===== config.mk =====
export PLATFORM = sky130hd
export DESIGN_NAME = fifo_write_arbiter
export DESIGN_NICKNAME = d
export VERILOG_FILES = /design/src/rtl/fifo_arb_pkg.sv /design/src/rtl/fifo_write_arbiter_rr_picker.sv /design/src/rtl/fifo_write_arbiter.sv
export SDC_FILE = /design/constraint.sdc
export NUM_CORES = 1
export LEC_CHECK = 0
export ABC_CLOCK_PERIOD_IN_PS = 3320
export CAP_MARGIN = 20
export CELL_PAD_IN_SITES_DETAIL_PLACEMENT = 2
export CELL_PAD_IN_SITES_GLOBAL_PLACEMENT = 2
export CORE_UTILIZATION = 18
export CTS_CLUSTER_SIZE = 10
export DETAILED_ROUTE_END_ITERATION = 16
export PLACE_DENSITY_LB_ADDON = 0.1
export SLEW_MARGIN = 5
export SYNTH_ARGS = -nofsm -noshare
export SYNTH_HDL_FRONTEND = slang
export SYNTH_HIERARCHICAL = 1
export SYNTH_SLANG_ARGS = --single-unit

===== constraint.sdc =====
create_clock -name clk -period 3.32 [get_ports clk]
set_input_delay 0.664 -clock clk [delete_from_list [all_inputs] [get_ports clk]]
set_output_delay 0.664 -clock clk [all_outputs]
set_load 0.02 [all_outputs]

===== src/rtl/fifo_arb_pkg.sv =====
// rtl/fifo_arb_pkg.sv - shared state type and default sizes for the FIFO write arbiter
package fifo_arb_pkg;

  typedef enum logic {
    ARB    = 1'b0,
    LOCKED = 1'b1
  } arb_state_t;

  localparam int DEFAULT_DATA_WIDTH = 8;
  localparam int DEFAULT_NUM_REQ    = 4;

endpackage


===== src/rtl/fifo_write_arbiter_rr_picker.sv =====
// rtl/fifo_write_arbiter_rr_picker.sv - stateless rotate-priority search starting at ptr
module rr_picker #(
  parameter int N   = 4,
  parameter int IDW = 2
) (
  input  logic [N-1:0]   valid,
  input  logic [IDW-1:0] ptr,
  output logic [IDW-1:0] idx,
  output logic           any_valid
);

  logic [IDW-1:0] cand;

  // Scan farthest-first so the requester nearest to ptr is written last and wins.
  always_comb begin
    idx       = ptr;
    cand      = '0;
    any_valid = |valid;
    for (int k = N - 1; k >= 0; k--) begin
      cand = IDW'((int'(ptr) + k) % N);
      if (valid[cand]) begin
        idx = cand;
      end
    end
  end

endmodule


===== src/rtl/fifo_write_arbiter.sv =====
// rtl/fifo_write_arbiter.sv - round-robin packet arbiter feeding one FIFO write port
module fifo_write_arbiter
  import fifo_arb_pkg::*;
#(
  parameter int DATA_WIDTH = DEFAULT_DATA_WIDTH,
  parameter int NUM_REQ    = DEFAULT_NUM_REQ,
  localparam int ID_WIDTH  = $clog2(NUM_REQ)
) (
  input  logic                          clk,
  input  logic                          rst,
  input  logic [NUM_REQ-1:0]            req_valid_in,
  input  logic [NUM_REQ*DATA_WIDTH-1:0] req_data_in,
  input  logic [NUM_REQ-1:0]            req_last_in,
  output logic [NUM_REQ-1:0]            req_ready_out,
  output logic [DATA_WIDTH-1:0]         fifo_data_out,
  output logic                          fifo_write_en_out,
  input  logic                          fifo_full_in,
  output logic [ID_WIDTH-1:0]           grant_id_out,
  output logic                          locked_out
);

  arb_state_t          state, state_nxt;
  logic [ID_WIDTH-1:0] rr_ptr, rr_nxt;
  logic [ID_WIDTH-1:0] owner, owner_nxt;
  logic [ID_WIDTH-1:0] pick_idx, winner, winner_inc;
  logic                any_valid, active, xfer, win_last;

  rr_picker #(
    .N   (NUM_REQ),
    .IDW (ID_WIDTH)
  ) u_picker (
    .valid     (req_valid_in),
    .ptr       (rr_ptr),
    .idx       (pick_idx),
    .any_valid (any_valid)
  );

  assign winner     = (state == LOCKED) ? owner : pick_idx;
  assign winner_inc = (int'(winner) == NUM_REQ - 1) ? '0 : winner + ID_WIDTH'(1);
  assign active     = (state == LOCKED) || any_valid;
  assign win_last   = req_last_in[winner];
  // Outputs are forced quiet for the whole reset window, not just after the edge.
  assign xfer       = req_valid_in[winner] && !fifo_full_in && !rst;

  assign req_ready_out     = (!rst && !fifo_full_in && active) ? (NUM_REQ'(1) << winner) : '0;
  assign fifo_write_en_out = xfer;
  assign fifo_data_out     = xfer ? req_data_in[int'(winner)*DATA_WIDTH +: DATA_WIDTH] : '0;
  assign grant_id_out      = rst ? '0 : winner;
  assign locked_out        = !rst && (state == LOCKED);

  always_ff @(posedge clk or posedge rst) begin
    if (rst) begin
      state  <= ARB;
      rr_ptr <= '0;
      owner  <= '0;
    end else begin
      state  <= state_nxt;
      rr_ptr <= rr_nxt;
      owner  <= owner_nxt;
    end
  end

  always_comb begin
    state_nxt = state;
    rr_nxt    = rr_ptr;
    owner_nxt = owner;
    if (xfer) begin
      case (state)
        ARB: begin
          if (win_last) begin
            rr_nxt = winner_inc;
          end else begin
            state_nxt = LOCKED;
            owner_nxt = winner;
          end
        end
        LOCKED: begin
          if (win_last) begin
            state_nxt = ARB;
            rr_nxt    = winner_inc;
          end
        end
        default: state_nxt = ARB;
      endcase
    end
  end

endmodule


==> run summary <==
Detailed Route WL: 4.22 mm
# diodes: 0
Final Hold Viols: 0
RR Startpoint: rr_ptr[1]
CP Launch Type: input port
Die X: 69.5 µm
Peak VDD IR: 0.280 mV
Synth top cells by count: 8 x and3_1, 8 x mux4_2, 6 x nor2_1
All-Layer GR Usage: 18.4%
Seq cells post-synth: 5
Post-synth ARST share: 100%
Non-Filler Instances: 224
num ports: 59
TritonCTS clock tree: built
Max Clock Freq: 0.307 GHz
Final Total Pwr: 1.40 mW
synthesized area: 820 µm²
vias in the first global route: 1252
syn_area_per_cell: 9.53 µm²
Util after Layout: 39.7%
Synth Warn #: 6
area share of the largest cell type after synthesis: 22.0%
antenna viol nets, final: 0
kind of critical path: in2out
port bufs: 58
slowest CP cell: or4_1
# placed instances: 212
CP max FO: 11
pins over their slew limit: 0
TritonRoute pass-1 iters: 4
1st-iter DRT viols: 22
Layout Skew: 2.09 ps
Std-Cell Rows: 24
hold buffers post-CTS: 0
sequential-to-total area share from yosys stat: 15.3%
hold crit path type: reg2reg
fin area: 1730 µm²
Final setup viols: 0
global-route wire length before repair: 6.91 mm
min Tclk post-route: 3250 ps
share of cells above drive strength 1: 43.0%
# fillers: 484
Synth Instances: 86
Clock Pin Slew Worst Setup and Hold Paths: 40 ps
HPWL after DPL: 3.16 mm
total grt overflow: 0
area post-placement: 1610 µm²
Min-Delay Path Depth: 1
Hold Path Sink: rr_ptr[0]
gpl congestion: 0.880
Worst-Margin Slew: 264 ps
pwr/cell area: 807 nW/µm²
Die ar.: 4830 µm²
kind of cell adding the most delay to the critical path: simple AND/OR/NAND/NOR gates
Top FF cell, synth: dfrtp_1
Slew HR: 81.9%
post-synthesis cell type count: 35
r2r endpoint: owner[0]
crit end category: output pin
Core ar.: 4350 µm²
Arr. time, crit path: 2590 ps
worst r2r path cells: 13
Post-synth EDFFs: 0
Initial Util: 18.8%
Clock Latency Late Sink: 230 ps
H-tree Lvls: 1
wire length per cell: 18.8 µm
vias: 1067
WP data required: 2660 ps
CTS max path bufs: 2
die extent in y: 69.5 µm
CP bufs+invs: 4
Hold Crit Start: rr_ptr[0]
Tcrit/Tclk final: 98.0%
P&R area growth vs syn: 111%
# clock sinks: 5
largest net degree at the start of global routing: 12
initial antenna violation count: 0
CTS buffer count: 3
nets: 220
max_cap viols: 0
post-route DRC violation count: 0
Synth area leaders: mux4_2 22%, dfrtp_1 15%, and3_1 6.1%
Critical Path, Cell by Cell: buf_2 -> and2b_2 -> or4_1 -> nand2_1 -> mux2i_1 -> buf_12 -> buf_4 -> ha_1 -> and2_1 -> clkdlybuf4s15_2
net count of the mapped netlist: 133
Vias/cell: 4.76
outcome: finished, final reports clean
Root Driver: clkbuf_8
Yosys top cell by area: mux4_2
R2R Setup Slk: 310 ps
setup_tns: 0 ps
slowest cell delay on critical path: 500 ps
Leakage: 0.804 nW
-- worst reg2reg max path: cells and delay by family (launching register included) --
kind                   cells  cell delay [ps]
buffers and inverters      6              800
DFF                        1              430
AOI/OAI and AO/OA          5             1120
and+or+nand+nor            1              210
muxes                      1              320
-- worst max path at each step --
stage | start | endpoint | slack (ps) | cells after the start
floorplan | req_valid_in[3] | fifo_data_out[0] | 290 | 7
global placement | req_valid_in[0] | fifo_write_en_out | -810 | 9
detailed placement | req_valid_in[0] | fifo_write_en_out | -950 | 9
CTS | req_valid_in[1] | fifo_data_out[3] | 0.4 | 10
global route | req_valid_in[0] | fifo_data_out[2] | -20 | 10
finish | req_valid_in[0] | req_ready_out[0] | 70 | 10
-- final cells by class --
class / instances / area [µm²] / share of cell area, %
Tap cell: 52 / 65.1 / 3.76
Multi-Input combinational cell: 71 / 708 / 40.9
Sequential cell: 5 / 125 / 7.23
Timing Repair Buffer: 86 / 764 / 44.2
Inverter: 6 / 22.5 / 1.30
Clock buffer: 4 / 45.0 / 2.60
-- per-stage QoR --
step | setup slack, ps | hold slack [ps]
finish | 67.7 | 568
global route | -22.4 | 600
CTS | 0.445 | 569
detailed placement | -946 | 560
global placement | -814 | 549
floorplan | 291 | 443
-- sequential cells by signal (all words and copies together) (netlist names) --
signal  count
owner       2
rr_ptr      2
state       1
-- cells by family after synthesis --
family,share of synthesized area [%]
flops,15.3
fa+ha+maj,6.11
buf+inv,6.87
mux,33.9
compound gates,12.1
simple gates,25.8
-- power by group --
group | switching (mW) | total (mW) | internal, mW
registers | 0.0412 | 0.133 | 0.0921
logic | 0.521 | 1.14 | 0.624
clock network | 0.0352 | 0.118 | 0.0829
total | 0.597 | 1.40 | 0.799
-- per-layer routing --
layer  vias to the layer above  routed length (µm)  GRT usage, %
met4                         0                  64          3.85
met2                        22                2280          33.7
met1                       541                1760          22.1
li1                        496                   -             -
met5                         -                   0             0
met3                         8                 120          3.63
-- cell usage in the layout, fill, tap and decap left out, types with 3 or more instances in the layout --
master / synthesis / layout
and2_1: 5 / 4
and3_1: 8 / 5
and3_4: 0 / 3
buf_2: 3 / 7
buf_4: 1 / 30
clkbuf_8: 0 / 3
clkdlybuf4s50_1: 0 / 40
dfrtp_1: 5 / 5
ha_1: 4 / 4
inv_1: 5 / 5
mux2i_1: 5 / 5
mux4_2: 8 / 8
nand2_1: 5 / 5
nor2_1: 6 / 4
-- what timing repair did --
action,in CTS,in global routing
cloned,2,0
endpoints found under the hold margin,0,0
resized for setup,76,14
setup buffers,6,1
pin swaps,6,6
setup endpoints to repair,15,11
No activity file was read; power rests on OpenSTA's default activity.
==> edit 1 (same settings) <==
Set the package constant `DEFAULT_NUM_REQ` to 2 (it was 4).
--- a/src/rtl/fifo_arb_pkg.sv
+++ b/src/rtl/fifo_arb_pkg.sv
@@ -7,7 +7,7 @@
   } arb_state_t;
 
   localparam int DEFAULT_DATA_WIDTH = 8;
-  localparam int DEFAULT_NUM_REQ    = 4;
+  localparam int DEFAULT_NUM_REQ    = 2;
 
 endpackage
 
Interface: changed (5 resized); port bits go from 59 to 36. No check against the original RTL was run, so the function may have changed too.
==> edit 1 against the unedited design <==
  * Core utilization up 1.3 points
  * Total power down 66%
  * Largest power group unchanged
  * Worst setup slack better by 67 ps
  * Maximum frequency up 2.1%
  * Critical path type unchanged
  * Sequential cell count down 2
  * Wire length down 61%
  * Synthesized area down 52%
  * Cell area down 52%
==> edit 1: results (changes against the unedited design) <==
routed wire length: 1660 µm (was 4220 µm)
WHS: 529 ps (was 568 ps)
wire length on met1: 698 µm (was 1760 µm)
Critical Path Sink: fifo_data_out[1] (was req_ready_out[0])
first drt pass iteration count: 2 (was 4)
pre-CTS WS: -211 ps (was -946 ps)
VDD IR max: 0.292 mV (was 0.280 mV)
detailed-route via count: 585 (was 1067)
Max Clock Freq: 314 MHz (was 307 MHz)
Crit-path slowest cell: clkdlybuf4s50_1 (was or4_1)
status: completed (unchanged)
switch share: 42.5% (was 42.8%)
delay-heaviest family, CP: buffers and inverters (was simple AND/OR/NAND/NOR gates)
Global Route met1 Usage: 17.9% (was 22.1%)
Post-DP Area: 812 µm² (was 0.00161 mm²)
Leakage: 0.358 nW (was 0.804 nW)
root buf cell: clkbuf_4 (was clkbuf_8)
met3 capacity usage during global routing: 2.49% (was 3.63%)
first-pass GRT wire length: 2840 µm (was 6910 µm)
WL met2: 864 µm (was 2280 µm)
Setup Buffers After CTS: 0 (was 6)
Distinct cells, synth: 23 (was 35)
Post-synth top cells: a21oi_1, nand3_1, nand2_1 (was and3_1, mux4_2, nor2_1)
Tot GR Track Use: 15.3% (was 18.4%)
WP data arrival: 2520 ps (was 2590 ps)
==> edit 1: cells by family (layout without fill, tap and decap cells) <==
family                   count (synthesis)  after routing  synth area share [%]
AND/OR/NAND/NOR                         29             29                  36.7
AO/OA/AOI/OAI                           13             13                  19.0
buffers and inverters                    6             50                  10.8
multiplexers                             4              4                  11.7
flip-flops                               3              3                  19.0
adder cells (fa/ha/maj)                  1              1                  2.85
==> edit 1: power by group through the flow <==
| stage | Sequential [mW] | Clock [mW] | Combinational (mW) |
|---|---|---|---|
| global route | 0.0829 | 0.0673 | 0.368 |
| CTS | 0.0807 | 0.0638 | 0.343 |
| floorplan | 0.0631 | 0 | 0.218 |
| global placement | 0.0778 | 0 | 0.341 |
| detailed placement | 0.0794 | 0 | 0.348 |
| finish | 0.0794 | 0.0612 | 0.334 |
==> edit 1: cell type report <==
type	instances	area, µm²
timing repair buffer	44	402
tap	27	33.8
inverter	2	7.51
sequential	3	75.1
multi-input combinational	47	285
fill	258	1190
clock buffer	4	26.3
==> edit 2 (config.mk and constraints unchanged) <==
Without the edit above. Reset style: synchronous (`rst`), changed in one clocked block.
--- a/src/rtl/fifo_write_arbiter.sv
+++ b/src/rtl/fifo_write_arbiter.sv
@@ -48,7 +48,7 @@
   assign grant_id_out      = rst ? '0 : winner;
   assign locked_out        = !rst && (state == LOCKED);
 
-  always_ff @(posedge clk or posedge rst) begin
+  always_ff @(posedge clk) begin
     if (rst) begin
       state  <= ARB;
       rr_ptr <= '0;
Check against the original RTL: no difference found for any inputs over 10 cycles, from zero or initial values and one cycle with rst high; that may be too few to reach the edited logic, so the function may still have changed.
==> edit 2 against the unedited design <==
  * Synthesized area rose by 1.5%
  * Critical path type unchanged
  * Cell area up 2.0%
  * Worst setup slack got worse by 39 ps
  * Highest routed layer unchanged
  * Synthesized cell count unchanged
  * Hold slack worse by 23 ps
  * Sequential cell count unchanged
  * Critical endpoint is now fifo_data_out[4]
  * Wire length shrank 11%
Power is not compared: it rests on default switching activity, and its combinational part moved more than twofold at a synthesized area within 25%.
==> edit 2: results (changes against the unedited design) <==
GP Congestion: 0.732 (was 0.880)
root buf cell: clkbuf_8 (unchanged)
Hold Path Depth: 2 (was 1)
drt initial violations: 25 (was 22)
post-synthesis xor/xnor area fraction: 0% (unchanged)
Tot GR Track Use: 16.1% (was 18.4%)
CTS H-tree depth: 1 (unchanged)
Seq/Total Area, Yosys: 12.0% (was 15.3%)
via/cell ratio: 4.76 (about the same)
Synth Area in Compound Gates: 12.3% (was 12.1%)
fin nets: 217 (was 220)
fraction of layout cells with a size suffix above 1: 42.6% (was 43.0%)
WP data arrival: 2630 ps (was 2590 ps)
Layout Skew: 3.79 ps (was 2.09 ps)
Syn Nets: 133 (unchanged)
VDD IR max: 0.146 mV
mux share of post-synthesis cell area: 37.0% (was 33.9%)
CP Max Fanout: 5 (was 11)
asr flop ratio synth: 0% (was 100%)
largest registers: owner: 2 flops, rr_ptr: 2 flops, state: 1 flops (unchanged)
Avg Cell Area, Syn: 9.67 µm² (was 9.53 µm²)
wire length per cell: 17.0 µm (was 18.8 µm)
diode count: 0 (unchanged)
Top Layer Used: met4 (unchanged)
largest net degree at the start of global routing: 11 (was 12)
status: completed (unchanged)
first drt pass iteration count: 3 (was 4)
clk slew on worst S/H paths: 40 ps (about the same)
first-pass GRT wire length: 6110 µm (was 6910 µm)
Synth Area in Adders: 6.02% (was 6.11%)
wire length on met1: 1560 µm (was 1760 µm)
Most used DFF post-synth: dfxtp_1 (was dfrtp_1)
Distinct cells, synth: 36 (was 35)
DP Cell Count: 212 (unchanged)
Num CTS Buffers: 3 (unchanged)
routed length on met3: 178 µm (was 120 µm)
Worst Tran Pin Value: 292 ps (was 264 ps)
Longest Clk Path Bufs: 2 (unchanged)
number of port buffers: 58 (unchanged)
r2r worst-path depth: 12 (was 13)
Yosys warnings: 6 (unchanged)
WL met2: 2010 µm (was 2280 µm)
Post-synth top cells: and3_1, mux4_2, nor2_1 (unchanged)
main combinational cell family by area after synthesis: multiplexers (unchanged)
DP HPWL: 3020 µm (was 3160 µm)
top cells by area, synth: mux4_2, dfxtp_1, mux4_1, and3_1, ha_1 (was mux4_2, dfrtp_1, and3_1, ha_1, mux2i_1)
type of the tightest min-delay check: flip-flop to flip-flop (unchanged)
initial antenna violation count: 0 (unchanged)
fin cells: 221 (was 224)
Post-DP Area: 0.00160 mm² (was 0.00161 mm²)
==> edit 2: final timing paths <==
kind / from / to / slack (ps)
max: req_valid_in[0] / fifo_data_out[4] / 30
min: rr_ptr[0] / rr_ptr[0] / 550
max reg2reg: rr_ptr[0] / owner[1] / 610
min reg2reg: rr_ptr[0] / rr_ptr[0] / 550
==> edit 2: area by class of cell <==
class	count	area, µm²
multi-input combinational	71	761
inverter	5	18.8
fill	472	2620
sequential	5	100
tap	52	65.1
timing repair buffer	84	774
clock buffer	4	45.0
==> edit 2: cell families (layout without fill, tap and decap cells) <==
| family | count (synthesis) | in the layout |
|---|---|---|
| AO/OA/AOI/OAI | 15 | 15 |
| adder cells (fa/ha/maj) | 4 | 4 |
| buffers and inverters | 10 | 93 |
| flip-flops | 5 | 5 |
| multiplexers | 16 | 16 |
| AND/OR/NAND/NOR | 36 | 36 |
==> edit 2: critical path: stages <==
cell and delay, ps:
buf_4 140, and2b_2 210, o21ai_2 160, o221a_4 210, mux2i_4 80, buf_6 150, or2_1 200, a221o_1 350
buf_6 150, and3_4 160, buf_4 150
==> edit 2: timing repair <==
action,in CTS,in global routing
pin swaps,3,3
gates resized for setup,90,28
setup buffers,3,0
setup endpoints to repair,15,11
gates cloned,2,0
==> edit 2: per-layer routing <==
layer	vias to the layer above	GRT usage [%]
met2	34	29.8
met5	-	0
met3	2	3.46
met1	520	19.3
met4	0	2.00
li1	495	-
==> edit 2: report_power, final <==
part	internal [mW]	switching (mW)
combinational	0.239	0.166
clock	0.0828	0.0336
sequential	0.0672	0.00943
==> edit 2: through the flow <==
| stage | util [%] | TNS [ps] | setup slack, ps |
|---|---|---|---|
| final | 40.2 | 0 | 28.6 |
| after global routing | 40.2 | -137 | -31.7 |
| after CTS | 38.5 | -4.09 | -4.09 |
| after detailed placement | 36.4 | -11560 | -840 |
| after global placement | 36.4 | -10150 | -763 |
| after floorplan | - | 0 | 215 |
